==> config.mk <==
export PLATFORM = sky130hd
export DESIGN_NAME = demux_reg
export DESIGN_NICKNAME = d
export VERILOG_FILES = /design/src/rtl/demux_reg.sv
export SDC_FILE = /design/constraint.sdc
export NUM_CORES = 1
export LEC_CHECK = 0
export CAP_MARGIN = 25
export CORE_MARGIN = 2
export CORE_UTILIZATION = 49
export DETAILED_ROUTE_END_ITERATION = 6
export GPL_ROUTABILITY_DRIVEN = 0
export PLACE_DENSITY = 0.9
export RECOVER_POWER = 25
export SYNTH_ARGS = -nofsm -noshare
export SYNTH_HDL_FRONTEND = slang
export SYNTH_SLANG_ARGS = --single-unit
==> constraint.sdc <==
create_clock -name clk -period 2.7 [get_ports clk]
set_input_delay 0.81 -clock clk [delete_from_list [all_inputs] [get_ports clk]]
set_output_delay 0.81 -clock clk [all_outputs]
set_load 0.05 [all_outputs]
==> src/rtl/demux_reg.sv <==
// Registered 1-to-4 demultiplexer: writes Din into one of four holding registers
// chosen by Select or by a round-robin pointer, with per-channel valid/ack and an overwrite pulse.
module demux_reg #(
    parameter int WIDTH = 16
) (
    input  logic             clk,
    input  logic             rst_n,
    input  logic [WIDTH-1:0] Din,
    input  logic [1:0]       Select,
    input  logic             We,
    input  logic             Auto,
    input  logic             Clr,
    input  logic [3:0]       Ack,
    output logic [WIDTH-1:0] A,
    output logic [WIDTH-1:0] B,
    output logic [WIDTH-1:0] C,
    output logic [WIDTH-1:0] D,
    output logic [3:0]       Valid,
    output logic [1:0]       Ptr,
    output logic             Ovf
);

    logic [WIDTH-1:0] data_q [4];
    logic [WIDTH-1:0] data_d [4];
    logic [3:0]       valid_q, valid_d;
    logic [1:0]       ptr_q, ptr_d;
    logic             ovf_q, ovf_d;
    logic [1:0]       tgt;

    assign tgt = Auto ? ptr_q : Select;

    always_comb begin
        data_d  = data_q;
        valid_d = valid_q;
        ptr_d   = ptr_q;
        ovf_d   = 1'b0;
        if (Clr) begin
            for (int i = 0; i < 4; i++) begin
                data_d[i] = '0;
            end
            valid_d = '0;
            ptr_d   = '0;
        end else begin
            valid_d = valid_q & ~Ack;
            if (We) begin
                // An ack on the target in the same cycle means the old word was consumed.
                data_d[tgt]  = Din;
                valid_d[tgt] = 1'b1;
                ovf_d        = valid_q[tgt] & ~Ack[tgt];
                if (Auto) begin
                    ptr_d = ptr_q + 2'd1;
                end
            end
        end
    end

    always_ff @(posedge clk or negedge rst_n) begin
        if (!rst_n) begin
            for (int i = 0; i < 4; i++) begin
                data_q[i] <= '0;
            end
            valid_q <= '0;
            ptr_q   <= '0;
            ovf_q   <= 1'b0;
        end else begin
            for (int i = 0; i < 4; i++) begin
                data_q[i] <= data_d[i];
            end
            valid_q <= valid_d;
            ptr_q   <= ptr_d;
            ovf_q   <= ovf_d;
        end
    end

    assign A     = data_q[0];
    assign B     = data_q[1];
    assign C     = data_q[2];
    assign D     = data_q[3];
    assign Valid = valid_q;
    assign Ptr   = ptr_q;
    assign Ovf   = ovf_q;

endmodule

# After elaboration in Yosys (flattened, before gate mapping)
# Index checks and enable logic that the tools add are counted.
[op_classes]
bitwise = 6
magnitude_cmp = 4
add_sub_neg = 1
reduce_logical = 5
muxes = 19
[ops]
columns = ["operator", "n"]
rows = [
  ["2-to-1 mux 64 bit", 2],
  ["bitwise mux 64 bit", 1],
  ["demux 16 bit (select 2 bit)", 1],
  ["2-to-1 mux 16 bit", 1],
  ["2-to-1 mux 2 bit", 4],
  ["2-to-1 mux 4 bit", 2],
  ["2-to-1 mux 1 bit", 5],
  ["bitwise AND 4 bit", 1],
  ["binary-select mux 1 bit (select 2 bit)", 2],
  ["NOT 4 bit", 1],
  ["bitwise OR 4 bit", 1],
  ["nonzero test 2 bit", 2],
  ["greater-or-equal comparator 3 bit, second input constant", 1],
  ["less-than comparator 2 x 3 -> 1 bit, second input constant", 1],
  ["less-than comparator 3 x 1 -> 1 bit, second input constant", 1],
  ["NOT 2 -> 3 bit", 1],
  ["adder 2 x 1 -> 2 bit, second input constant", 1],
  ["demux 1 bit (select 2 bit)", 1],
  ["greater-or-equal comparator 2 x 1 -> 1 bit, second input constant", 1],
  ["logical AND 1 bit", 2],
  ["AND reduction 2 bit", 1],
  ["bitwise AND 1 bit", 1],
  ["NOT 1 bit", 1],
]
[word_totals]
ff_bits = 71
output_inout_bits = 71
elab_cells = 42

# Longest topological paths before layout
# Gate-level depths: netlist (run 1).
[logic_depth]
depth_word = 9
depth_mapped = 7

# Least setup slack after synthesis (run 1)
# OpenSTA, ideal clock, no wires.
[synth_timing]
path_type = "input to register"
from = "input Auto"
to = "register data_q (netlist bit D[10])"
arrival_ps = 2004
setup_slack_ps = 564
path_buffers = 3
cell_stages = 7
setup_ps = 132
required_time_ps = 2568
cell_sequence = "buf_6 > mux2i_4 > or3b_1 > buf_6 > buf_6 > mux2i_1 > nor2_1"
[synth_between]
elab_chain_cells = 9
elab_cells_between_ends = 10
cone_classes = "order compare (2); mux (6); bitwise (1); reduce/logical (1)"
[synth_rtl]
columns = ["element", "line", "text"]
rows = [
  ["start: declaration", "11", "input logic Auto,"],
  ["2-to-1 mux 2 bit (*)", "30", "assign tgt = Auto ? ptr_q : Select;"],
  ["NOT 2 -> 3 bit (not written as such) (*)", "47", "data_d[tgt] = Din;"],
  ["greater-or-equal comparator 3 bit (not written as such) / less-than comparator 3 x 1 -> 1 bit (equally long branches)", "47", ""],
  ["logical AND 1 bit (not written as such)", "47", ""],
  ["2-to-1 mux 16 bit (not written as such)", "47", ""],
  ["demux 16 bit (select 2 bit) (*)", "47", ""],
  ["bitwise mux 64 bit (*)", "47", ""],
  ["2-to-1 mux 64 bit (*)", "45", "if (We) begin"],
  ["2-to-1 mux 64 bit (*)", "37", "if (Clr) begin"],
  ["end signal: indexed assignment", "67", "data_q[i] <= data_d[i];"],
  ["end: declaration", "23", "logic [WIDTH-1:0] data_q [4];"],
]
# Mark *: on every way between the ends. The rest lies on a longest branch, timed or not. The select of a mux whose other input is x is not followed.
# A chain may end at the register's enable or synchronous reset.

# Worst setup path in the final report (run 1)
[layout_timing]
from = "register ptr_q[1], in the netlist Ptr[1]"
to = "output Ptr[1]"
[layout_rtl]
columns = ["element", "line", "text"]
rows = [
  ["start: declaration", "26", "logic [1:0] ptr_q, ptr_d;"],
  ["start signal: assignment", "70", "ptr_q <= ptr_d;"],
  ["end: declaration", "19", "output logic [1:0] Ptr,"],
]
# No word-level cell between the ends.

==> impl_summary.txt, run 1 <==
----------------------------------------------------
[STA]
  Final-report max-slew violation count ... 72
  Final period utilization ... 0.916
  Unrepaired setup endpoints after global routing ... false
  Setup violations, final ... 0
  Total Neg Setup Slack ... 0 ns
  Worst relative slew slack ... -0.132
  Max Clock Skew ... 0.0109 ns
  Transition time at the pin with the least slew margin ... 1.70 ns
  Minimum clock period after layout ... 2.47 ns
  Final-report hold violation count ... 0
  Max Freq ... 404 MHz

[Logic synthesis]
  Number of standard cells after synthesis ... 282
  Sequential fraction of the synthesis area ... 0.597
  Number of warnings printed during yosys synthesis ... 0
  Library cell with the highest instance count after synthesis ... sky130_fd_sc_hd__dfrtp_1
  Ys flop type ... sky130_fd_sc_hd__dfrtp_1
  Synth Area per Inst ... 10.6 µm²
  Synth top cells by count ... sky130_fd_sc_hd__dfrtp_1, sky130_fd_sc_hd__nand2_1, sky130_fd_sc_hd__a21oi_1
  Post-synthesis async set-or-reset flop share ... 1.00
  Leading area contributor after synthesis ... sky130_fd_sc_hd__dfrtp_1
  Number of enable-type register cells in the synthesized netlist ... 0
  Flip-flop and latch count after synthesis ... 71
  Proportion of netlist area held by the largest area contributor ... 0.597
  Synthesized cell area ... 2980 µm²
  Synth top area cells ... sky130_fd_sc_hd__dfrtp_1, sky130_fd_sc_hd__mux2i_1, sky130_fd_sc_hd__nand2_1
  Post-synth net total ... 309
  Yosys cell types ... 26

[Floorplanning]
  Site Rows ... 28
  Height of the chip ... 81.9 µm
  Area of the die ... 6710 µm²
  Core ar. ... 5890 µm²
  Boundary Pins ... 98
  Initial standard-cell utilization of the core ... 0.506
  Chip Width ... 81.9 µm

[Clock network]
  Clock latency reported for the late side of the worst-skew pair ... 0.34 ns
  Post CTS Setup Buffer Count ... 0
  Number of clock sinks seen by CTS ... 71
  Root buf cell ... sky130_fd_sc_hd__clkbuf_8
  Clk slew on worst S/H paths ... 0.08 ns
  Number of buffers on the longest clock path ... 2
  CTS HTree Levels ... 3
  Post_cts resized ... 0
  Hold buffer count at cts ... 0
  CTS tree ... yes
  CTS buffer count ... 9

[Final layout]
  Final Instance Area ... 4300 µm²
  Number of diodes added for antenna fixing ... 0
  Post-layout instance count excluding filler cells ... 465
  Fraction of final layout cells sized beyond drive strength 1 ... 0.0923
  Final #Nets ... 412
  Area taken by multi-input logic gates ... 1090 µm²
  Reg area ... 1780 µm²
  Fill count ... 425
  Area added between synthesis and finish ... 44.4%

[Critical path]
  Arrival time at the worst endpoint ... 1.66 ns
  Critical Path Source Type ... flip-flop
  Cell family with most CP delay ... buffers and inverters
  Crit Reg-Reg Endpoint ... B[14]$_DFFE_PN0P_
  Kind of end point of the critical path ... primary output
  Crit path max-delay cell type ... sky130_fd_sc_hd__clkdlybuf4s50_1
  Critical path data required time ... 1.89 ns
  Worst reg-to-reg path cell count ... 4
  Crit path max fanout ... 5
  Crit path cell chain ... clkdlybuf4s50_1
  Crit Path Class ... flip-flop to primary output
  Worst Path Buf+Inv ... 1
  Max stage delay on crit path ... 0.85 ns
  Worst r2r src ... Ptr[1]$_DFFE_PN0P_
  Register-to-register path setup slack ... 1.04 ns

[Routing]
  Via/cell ratio ... 5.28
  Count of antenna-violating nets left after detailed routing ... 0
  DR iter-0 viols ... 146
  Routed Wire Length ... 7610 µm
  Overall via count from detail_route ... 2456
  Number of design rule violations left after detail routing ... 0
  Routed length per instance ... 16.4 µm
  Count of TritonRoute iterations in the first routing pass ... 4

[Power]
  Maximum resistive drop on vdd ... 0.381 mV
  Total power ... 2.60 mW
  Total power divided by cell area ... 605 nW/µm²
  Static leakage ... 2.08 nW

[Worst hold path]
  Worst Hold Path EP ... A[8]$_DFFE_PN0P_
  Worst hold path type ... flip-flop to flip-flop
  Min-Delay Startpoint ... A[8]$_DFFE_PN0P_
  Worst hold path depth ... 2

[Global routing]
  Number of antenna violations at the first check in global routing ... 0
  Grt total ovfl ... 0
  Largest net degree at the start of global routing ... 72
  All-layer global routing usage ... 0.238
  Number of global-route vias before repair ... 2377
  Wire length of the first global-routing pass ... 11800 µm

[Run]
  Number of max-cap violations ... 1

[Placed design]
  Total instance count after detailed placement ... 449
  HPWL Detailed ... 5160 µm
  Instance area at placement ... 4050 µm²
  IO buf count ... 97

[Status]
  Status ... finished, violations left
  Failing checks ... capacitance limit, slew limit

----------------------------------------------------
## kinds of logic (layout without fill, tap and decap cells)
family | Yosys count | count (layout) | synth area share
buffers and inverters | 20 | 128 | 0.0362
DFF | 71 | 71 | 0.597
xor gates and xnor gates | 2 | 2 | 0.00589
and+or+nand+nor | 114 | 114 | 0.162
muxes | 36 | 36 | 0.131
AOI/OAI and AO/OA | 39 | 39 | 0.0677
## layout make-up
| type | instances | area share |
|---|---|---|
| clock inverter | 5 | 0.0242 |
| multi-input combinational | 191 | 0.255 |
| tap | 75 | 0.0218 |
| sequential | 71 | 0.414 |
| timing repair buffer | 112 | 0.253 |
| clock buffer | 11 | 0.0329 |
## report_power, final
group / total (mW) / internal [mW] / switching, mW / leakage, nW
logic: 0.438 / 0.157 / 0.281 / 0.976
clock network: 1.03 / 0.642 / 0.392 / 0.124
registers: 1.13 / 1.10 / 0.0260 / 0.977
## metrics by stage
| stage | hold WS [ns] | setup slack, ns | util |
|---|---|---|---|
| 3_5_place_dp | 0.514 | -0.0277 | 0.689 |
| 6_report | 0.523 | 0.227 | 0.730 |
| 2_1_floorplan | 0.514 | 0.564 | - |
| 3_3_place_gp | 0.503 | 0.0648 | 0.689 |
| 5_1_grt | 0.547 | 0.169 | 0.730 |
| 4_1_cts | 0.525 | 0.217 | 0.730 |
## worst max-delay path by stage
| stage | start | endpoint | depth (start not counted) |
|---|---|---|---|
| after floorplan | Auto | D[10]$_DFFE_PN0P_ | 7 |
| after global placement | Auto | B[15]$_DFFE_PN0P_ | 5 |
| after detailed placement | Auto | B[3]$_DFFE_PN0P_ | 5 |
| after CTS | Ptr[1]$_DFFE_PN0P_ | Ptr[1] | 1 |
| after global routing | Auto | B[11]$_DFFE_PN0P_ | 5 |
| final | Ptr[1]$_DFFE_PN0P_ | Ptr[1] | 1 |
## flip-flops by register name, indices dropped and copies added (netlist names)
register  cells
C            16
Ovf           1
D            16
Valid         4
Ptr           2
A            16
B            16
## per-layer routing
layer | wire length (µm) | GRT usage | part of all wire | up-vias
met5 | 0 | 0 | 0 | -
met4 | 107 | 0.103 | 0.014 | 0
met3 | 468 | 0.0505 | 0.062 | 9
met2 | 3890 | 0.390 | 0.51 | 85
met1 | 3140 | 0.305 | 0.41 | 1224
li1 | - | - | - | 1138
## placed cells by master (no fill, tap or decap), types with 2 or more instances in the layout
cell type / n
sky130_fd_sc_hd__nand2b_1: 4
sky130_fd_sc_hd__and3b_1: 2
sky130_fd_sc_hd__clkbuf_8: 10
sky130_fd_sc_hd__mux2i_1: 33
sky130_fd_sc_hd__a21oi_1: 36
sky130_fd_sc_hd__nand4b_1: 2
sky130_fd_sc_hd__buf_4: 14
sky130_fd_sc_hd__dfrtp_1: 71
sky130_fd_sc_hd__nand3_1: 2
sky130_fd_sc_hd__clkdlybuf4s50_1: 95
sky130_fd_sc_hd__nor2_1: 34
sky130_fd_sc_hd__nand2_1: 65
sky130_fd_sc_hd__bufinv_16: 3
sky130_fd_sc_hd__xor2_1: 2
No activity file was read; power rests on OpenSTA's default activity.
==> run 2: changes to the inputs <==
--- a/config.mk
+++ b/config.mk
@@ -10,8 +10,10 @@
 export CORE_UTILIZATION = 49
 export DETAILED_ROUTE_END_ITERATION = 6
 export GPL_ROUTABILITY_DRIVEN = 0
+export GPL_TIMING_DRIVEN = 0
 export PLACE_DENSITY = 0.9
 export RECOVER_POWER = 25
+export SLEW_MARGIN = 20
 export SYNTH_ARGS = -nofsm -noshare
 export SYNTH_HDL_FRONTEND = slang
 export SYNTH_SLANG_ARGS = --single-unit
==> run 2 against run 1 <==
The run now ends clean. Clock skew hardly changed. Die area stayed put. Flip-flop and latch count stayed put. Largest power group unchanged. Sequential power about the same. Critical path type unchanged. Sequential share of layout area grew 0.77 points. Final area decreased by 1.8%. Register-to-register slack got worse by 0.26 ns. Hold slack is essentially flat. Fmax is 1.1% higher. Utilization down 1.3 points.
==> impl_summary.txt, run 2 (same netlist as run 1, synthesis figures left out) <==
----------------------------------------------------
[Status]
  Status ... finished clean

[Final layout]
  Final #Nets ... 415
  Commonest cells after routing, fill and taps aside ... sky130_fd_sc_hd__clkdlybuf4s50_1, sky130_fd_sc_hd__dfrtp_1, sky130_fd_sc_hd__nand2_1
  Commonest non-fill, non-tap cell in the layout ... sky130_fd_sc_hd__clkdlybuf4s50_1
  Number of diodes added for antenna fixing ... 0
  Fraction of final layout cells sized beyond drive strength 1 ... 0.0687
  Area added between synthesis and finish ... 41.8%
  Fill count ... 447

[Critical path]
  Number of stages on the worst setup path ... 1
  Worst setup startpoint ... Ptr[0]$_DFFE_PN0P_
  Worst r2r src ... Ptr[1]$_DFFE_PN0P_
  Crit Reg-Reg Endpoint ... B[9]$_DFFE_PN0P_
  Critical Path Source Type ... flip-flop
  Crit path max-delay cell type ... sky130_fd_sc_hd__clkdlybuf4s50_1
  Crit Path Class ... flip-flop to primary output
  Critical path data required time ... 1.89 ns
  Register-to-register path setup slack ... 0.78 ns
  Worst Path Buf+Inv ... 1
  Max stage delay on crit path ... 0.84 ns
  Arrival time at the worst endpoint ... 1.64 ns
  Crit path max fanout ... 6
  Crit path cell chain ... clkdlybuf4s50_1
  Cell family with most CP delay ... buffers and inverters
  Worst reg-to-reg path cell count ... 6
  Kind of end point of the critical path ... primary output

[Clock network]
  Clock latency reported for the late side of the worst-skew pair ... 0.34 ns
  CTS buffer count ... 9
  Post_cts resized ... 0
  Number of buffers on the longest clock path ... 2
  CTS HTree Levels ... 3
  Clk slew on worst S/H paths ... 0.08 ns
  Post CTS Setup Buffer Count ... 0
  Root buf cell ... sky130_fd_sc_hd__clkbuf_8
  CTS tree ... yes
  Number of clock sinks seen by CTS ... 71
  Hold buffer count at cts ... 0

[Floorplanning]
  Core ar. ... 5890 µm²
  Site Rows ... 28
  Chip Width ... 81.9 µm
  Area of the die ... 6710 µm²
  Boundary Pins ... 98
  Initial standard-cell utilization of the core ... 0.506
  Height of the chip ... 81.9 µm

[Global routing]
  Number of antenna violations at the first check in global routing ... 0
  Grt total ovfl ... 0
  Largest net degree at the start of global routing ... 60
  Number of global-route vias before repair ... 2361
  Wire length of the first global-routing pass ... 12100 µm
  All-layer global routing usage ... 0.246

[Power]
  Total power divided by cell area ... 557 nW/µm²
  Total power ... 2.35 mW
  Static leakage ... 2.03 nW
  Maximum resistive drop on vdd ... 0.414 mV

[Routing]
  Count of TritonRoute iterations in the first routing pass ... 4
  Overall via count from detail_route ... 2477
  DR iter-0 viols ... 112
  Count of antenna-violating nets left after detailed routing ... 0
  Routed Wire Length ... 7820 µm
  Routed length per instance ... 16.7 µm
  Number of design rule violations left after detail routing ... 0
  Via/cell ratio ... 5.29

[STA]
  Final period utilization ... 0.906
  Total Neg Setup Slack ... 0 ns
  Worst relative slew slack ... 0.427
  Max Clock Skew ... 0.0105 ns
  Transition time at the pin with the least slew margin ... 0.859 ns
  Minimum clock period after layout ... 2.45 ns
  Final-report max-slew violation count ... 0
  Unrepaired setup endpoints after global routing ... false
  Setup violations, final ... 0
  Final-report hold violation count ... 0
  Worst slack on hold paths ... 0.524 ns
  Max Freq ... 409 MHz

[Run]
  Number of max-cap violations ... 0

[Worst hold path]
  Min-Delay Startpoint ... A[3]$_DFFE_PN0P_
  Worst Hold Path EP ... A[3]$_DFFE_PN0P_
  Worst hold path depth ... 2
  Worst hold path type ... flip-flop to flip-flop

[Placed design]
  IO buf count ... 94
  HPWL Detailed ... 5470 µm

----------------------------------------------------
==> run 2: per-stage QoR <==
stage	utilization	worst slack (ns)	std cells	cell area, µm²
global placement	0.681	-1.46	451	4010
CTS	0.717	0.245	468	4220
detailed placement	0.686	-0.0607	452	4040
global route	0.717	0.143	468	4220
floorplan	-	0.564	282	2980
finish	0.717	0.253	468	4220
==> run 2: worst max path at each step <==
stage,endpoint,slack [ns]
final,Ptr[0],0.25
after global routing,A[6]$_DFFE_PN0P_,0.14
after floorplan,D[10]$_DFFE_PN0P_,0.56
after global placement,D[10]$_DFFE_PN0P_,-1.46
after detailed placement,B[9]$_DFFE_PN0P_,-0.06
after CTS,Ptr[0],0.25
==> run 2: report_power, final <==
part / switching (mW) / internal [mW] / total, mW
Combinational: 0.285 / 0.151 / 0.436
Sequential: 0.0247 / 1.10 / 1.13
Clock: 0.378 / 0.410 / 0.788
Total: 0.688 / 1.66 / 2.35
==> run 2: routing by layer <==
metal / GRT usage / routed length (µm)
met5: 0 / 0
met4: 0.0817 / 51
met3: 0.0604 / 649
met2: 0.386 / 3830
met1: 0.338 / 3280
==> run 2: layout make-up <==
cell class,instances,area (µm²),share of cell area
tap,75,93.8,0.0222
clock inverter,2,13.8,0.00326
sequential,71,1780,0.421
timing repair buffer,95,962,0.228
multi-input combinational,191,1090,0.259
buffer,20,108,0.0255
clock buffer,14,173,0.0409
==> run 3: changes to the inputs <==
--- a/config.mk
+++ b/config.mk
@@ -6,12 +6,12 @@
 export NUM_CORES = 1
 export LEC_CHECK = 0
 export CAP_MARGIN = 25
-export CORE_MARGIN = 2
+export CORE_MARGIN = 4
 export CORE_UTILIZATION = 49
 export DETAILED_ROUTE_END_ITERATION = 6
 export GPL_ROUTABILITY_DRIVEN = 0
 export GPL_TIMING_DRIVEN = 0
-export PLACE_DENSITY = 0.9
+export PLACE_DENSITY = 0.89
 export RECOVER_POWER = 25
 export SLEW_MARGIN = 20
 export SYNTH_ARGS = -nofsm -noshare
==> run 3 against run 2 <==
Global-route usage is 1.6 points lower. Register-to-register slack worse by 0.02 ns. Largest cell class unchanged. Clock power is 10% higher. Routed wire length is 0.74% higher. Clock skew is 0.0040 ns lower. Combinational power hardly changed. Non-clock buffer count stayed put. Hold slack worse by 0.0012 ns. Critical path depth stayed put.
==> impl_summary.txt, run 3 (same netlist as run 1, synthesis figures left out) <==
----------------------------------------------------
[Status]
  Status ... finished clean

[Floorplanning]
  Area of the die ... 7380 µm²
  Height of the chip ... 85.9 µm
  Core ar. ... 5920 µm²
  Site Rows ... 28
  Chip Width ... 85.9 µm
  Boundary Pins ... 98
  Initial standard-cell utilization of the core ... 0.503

[STA]
  Worst relative slew slack ... 0.401
  Max Freq ... 404 MHz
  Unrepaired setup endpoints after global routing ... false
  Final period utilization ... 0.917
  Final-report hold violation count ... 0
  Max Clock Skew ... 0.00645 ns
  Final-report max-slew violation count ... 0
  Total Neg Setup Slack ... 0 ns
  Setup violations, final ... 0
  Minimum clock period after layout ... 2.47 ns
  Transition time at the pin with the least slew margin ... 0.899 ns

[Global routing]
  All-layer global routing usage ... 0.230
  Largest net degree at the start of global routing ... 59
  Number of global-route vias before repair ... 2557
  Grt total ovfl ... 0
  Number of antenna violations at the first check in global routing ... 0
  Wire length of the first global-routing pass ... 12900 µm

[Critical path]
  Crit path max-delay cell type ... sky130_fd_sc_hd__clkdlybuf4s50_1
  Worst r2r src ... Ptr[0]$_DFFE_PN0P_
  Arrival time at the worst endpoint ... 1.66 ns
  Cell family with most CP delay ... buffers and inverters
  Crit Path Class ... flip-flop to primary output
  Critical Path Source Type ... flip-flop
  Crit path max fanout ... 5
  Kind of end point of the critical path ... primary output
  Crit Reg-Reg Endpoint ... A[6]$_DFFE_PN0P_
  Crit path cell chain ... clkdlybuf4s50_1
  Worst Path Buf+Inv ... 1
  Worst setup startpoint ... Ptr[1]$_DFFE_PN0P_
  Critical path data required time ... 1.89 ns
  Register-to-register path setup slack ... 0.76 ns
  Worst reg-to-reg path cell count ... 5
  Number of stages on the worst setup path ... 1
  Max stage delay on crit path ... 0.85 ns
  Critical Path Sink ... Ptr[1]

[Worst hold path]
  Worst hold path type ... flip-flop to flip-flop
  Worst hold path depth ... 2

[Final layout]
  Commonest non-fill, non-tap cell in the layout ... sky130_fd_sc_hd__clkdlybuf4s50_1
  Fill count ... 447
  Reg area ... 1780 µm²
  Commonest cells after routing, fill and taps aside ... sky130_fd_sc_hd__clkdlybuf4s50_1, sky130_fd_sc_hd__dfrtp_1, sky130_fd_sc_hd__nand2_1
  Number of diodes added for antenna fixing ... 0
  Final #Nets ... 415
  Area added between synthesis and finish ... 42.5%
  Final Instance Area ... 4240 µm²
  Fraction of final layout cells sized beyond drive strength 1 ... 0.0738
  Area taken by multi-input logic gates ... 1090 µm²

[Clock network]
  Hold buffer count at cts ... 0
  CTS tree ... yes
  Number of buffers on the longest clock path ... 2
  CTS HTree Levels ... 3
  Clock latency reported for the late side of the worst-skew pair ... 0.34 ns
  Post_cts resized ... 0
  Root buf cell ... sky130_fd_sc_hd__clkbuf_8
  Clk slew on worst S/H paths ... 0.07 ns
  CTS buffer count ... 9
  Post CTS Setup Buffer Count ... 0
  Number of clock sinks seen by CTS ... 71

[Routing]
  Overall via count from detail_route ... 2442
  Count of TritonRoute iterations in the first routing pass ... 4
  Number of design rule violations left after detail routing ... 0
  DR iter-0 viols ... 86
  Count of antenna-violating nets left after detailed routing ... 0
  Routed Wire Length ... 7880 µm
  Via/cell ratio ... 5.22
  Routed length per instance ... 16.8 µm

[Placed design]
  Instance area at placement ... 4040 µm²
  HPWL Detailed ... 5580 µm
  IO buf count ... 94

[Power]
  Maximum resistive drop on vdd ... 0.542 mV
  Total power divided by cell area ... 573 nW/µm²
  Total power ... 2.43 mW
  Static leakage ... 2.04 nW

[Run]
  Number of max-cap violations ... 0

----------------------------------------------------
[run 3: cell count changes in the layout (fill, tap and decap cells not counted)]
cell                         change
sky130_fd_sc_hd__clkbuf_1        -2
sky130_fd_sc_hd__bufinv_16       +1
sky130_fd_sc_hd__clkbuf_8        -1
sky130_fd_sc_hd__clkinv_2        +1
sky130_fd_sc_hd__clkinvlp_4      +1
[run 3: where the power goes]
part	internal (mW)	switching, mW	total [mW]
logic	0.151	0.285	0.435
registers	1.10	0.0237	1.12
clock network	0.475	0.394	0.870
total	1.73	0.703	2.43
[run 3: worst reg2reg max path, cell delays in order (launching register included)]
cell,delay [ns]
sky130_fd_sc_hd__dfrtp_1,0.45
sky130_fd_sc_hd__mux2i_2,0.40
sky130_fd_sc_hd__nand3_1,0.37
sky130_fd_sc_hd__clkbuf_1,0.35
sky130_fd_sc_hd__nand2_1,0.15
sky130_fd_sc_hd__a21oi_1,0.08
[run 3: stage by stage]
step           std cells   util  setup WS (ns)  hold slack [ns]
5_1_grt              468  0.716          0.164            0.540
4_1_cts              468  0.717          0.204            0.302
6_report             468  0.716          0.225            0.522
2_1_floorplan        282      -          0.564            0.514
3_5_place_dp         452  0.682        -0.0627            0.515
3_3_place_gp         451  0.677          -1.45            0.504
[run 3: routing by layer]
metal	vias up	routed length [µm]	global-route usage
met5	-	0	0
met4	0	111	0.0921
met3	11	606	0.0663
met2	80	3820	0.368
met1	1198	3340	0.295
li1	1153	-	-
[run 3: layout make-up]
class / count / area share
timing repair buffer: 95 / 0.227
buffer: 20 / 0.0254
clock inverter: 5 / 0.0133
clock buffer: 11 / 0.0357
tap: 75 / 0.0221
multi-input combinational: 191 / 0.257
sequential: 71 / 0.419
[run 3: worst min-delay path by stage]
| stage | startpoint | endpoint | slack (ns) |
|---|---|---|---|
| 2_1_floorplan | rst_n | A[0]$_DFFE_PN0P_ | 0.51 |
| 3_3_place_gp | D[8]$_DFFE_PN0P_ | D[8]$_DFFE_PN0P_ | 0.50 |
| 3_5_place_dp | D[13]$_DFFE_PN0P_ | D[13]$_DFFE_PN0P_ | 0.51 |
| 4_1_cts | rst_n | D[1]$_DFFE_PN0P_ | 0.30 |
| 5_1_grt | B[15]$_DFFE_PN0P_ | B[15]$_DFFE_PN0P_ | 0.54 |
| 6_report | A[0]$_DFFE_PN0P_ | A[0]$_DFFE_PN0P_ | 0.52 |
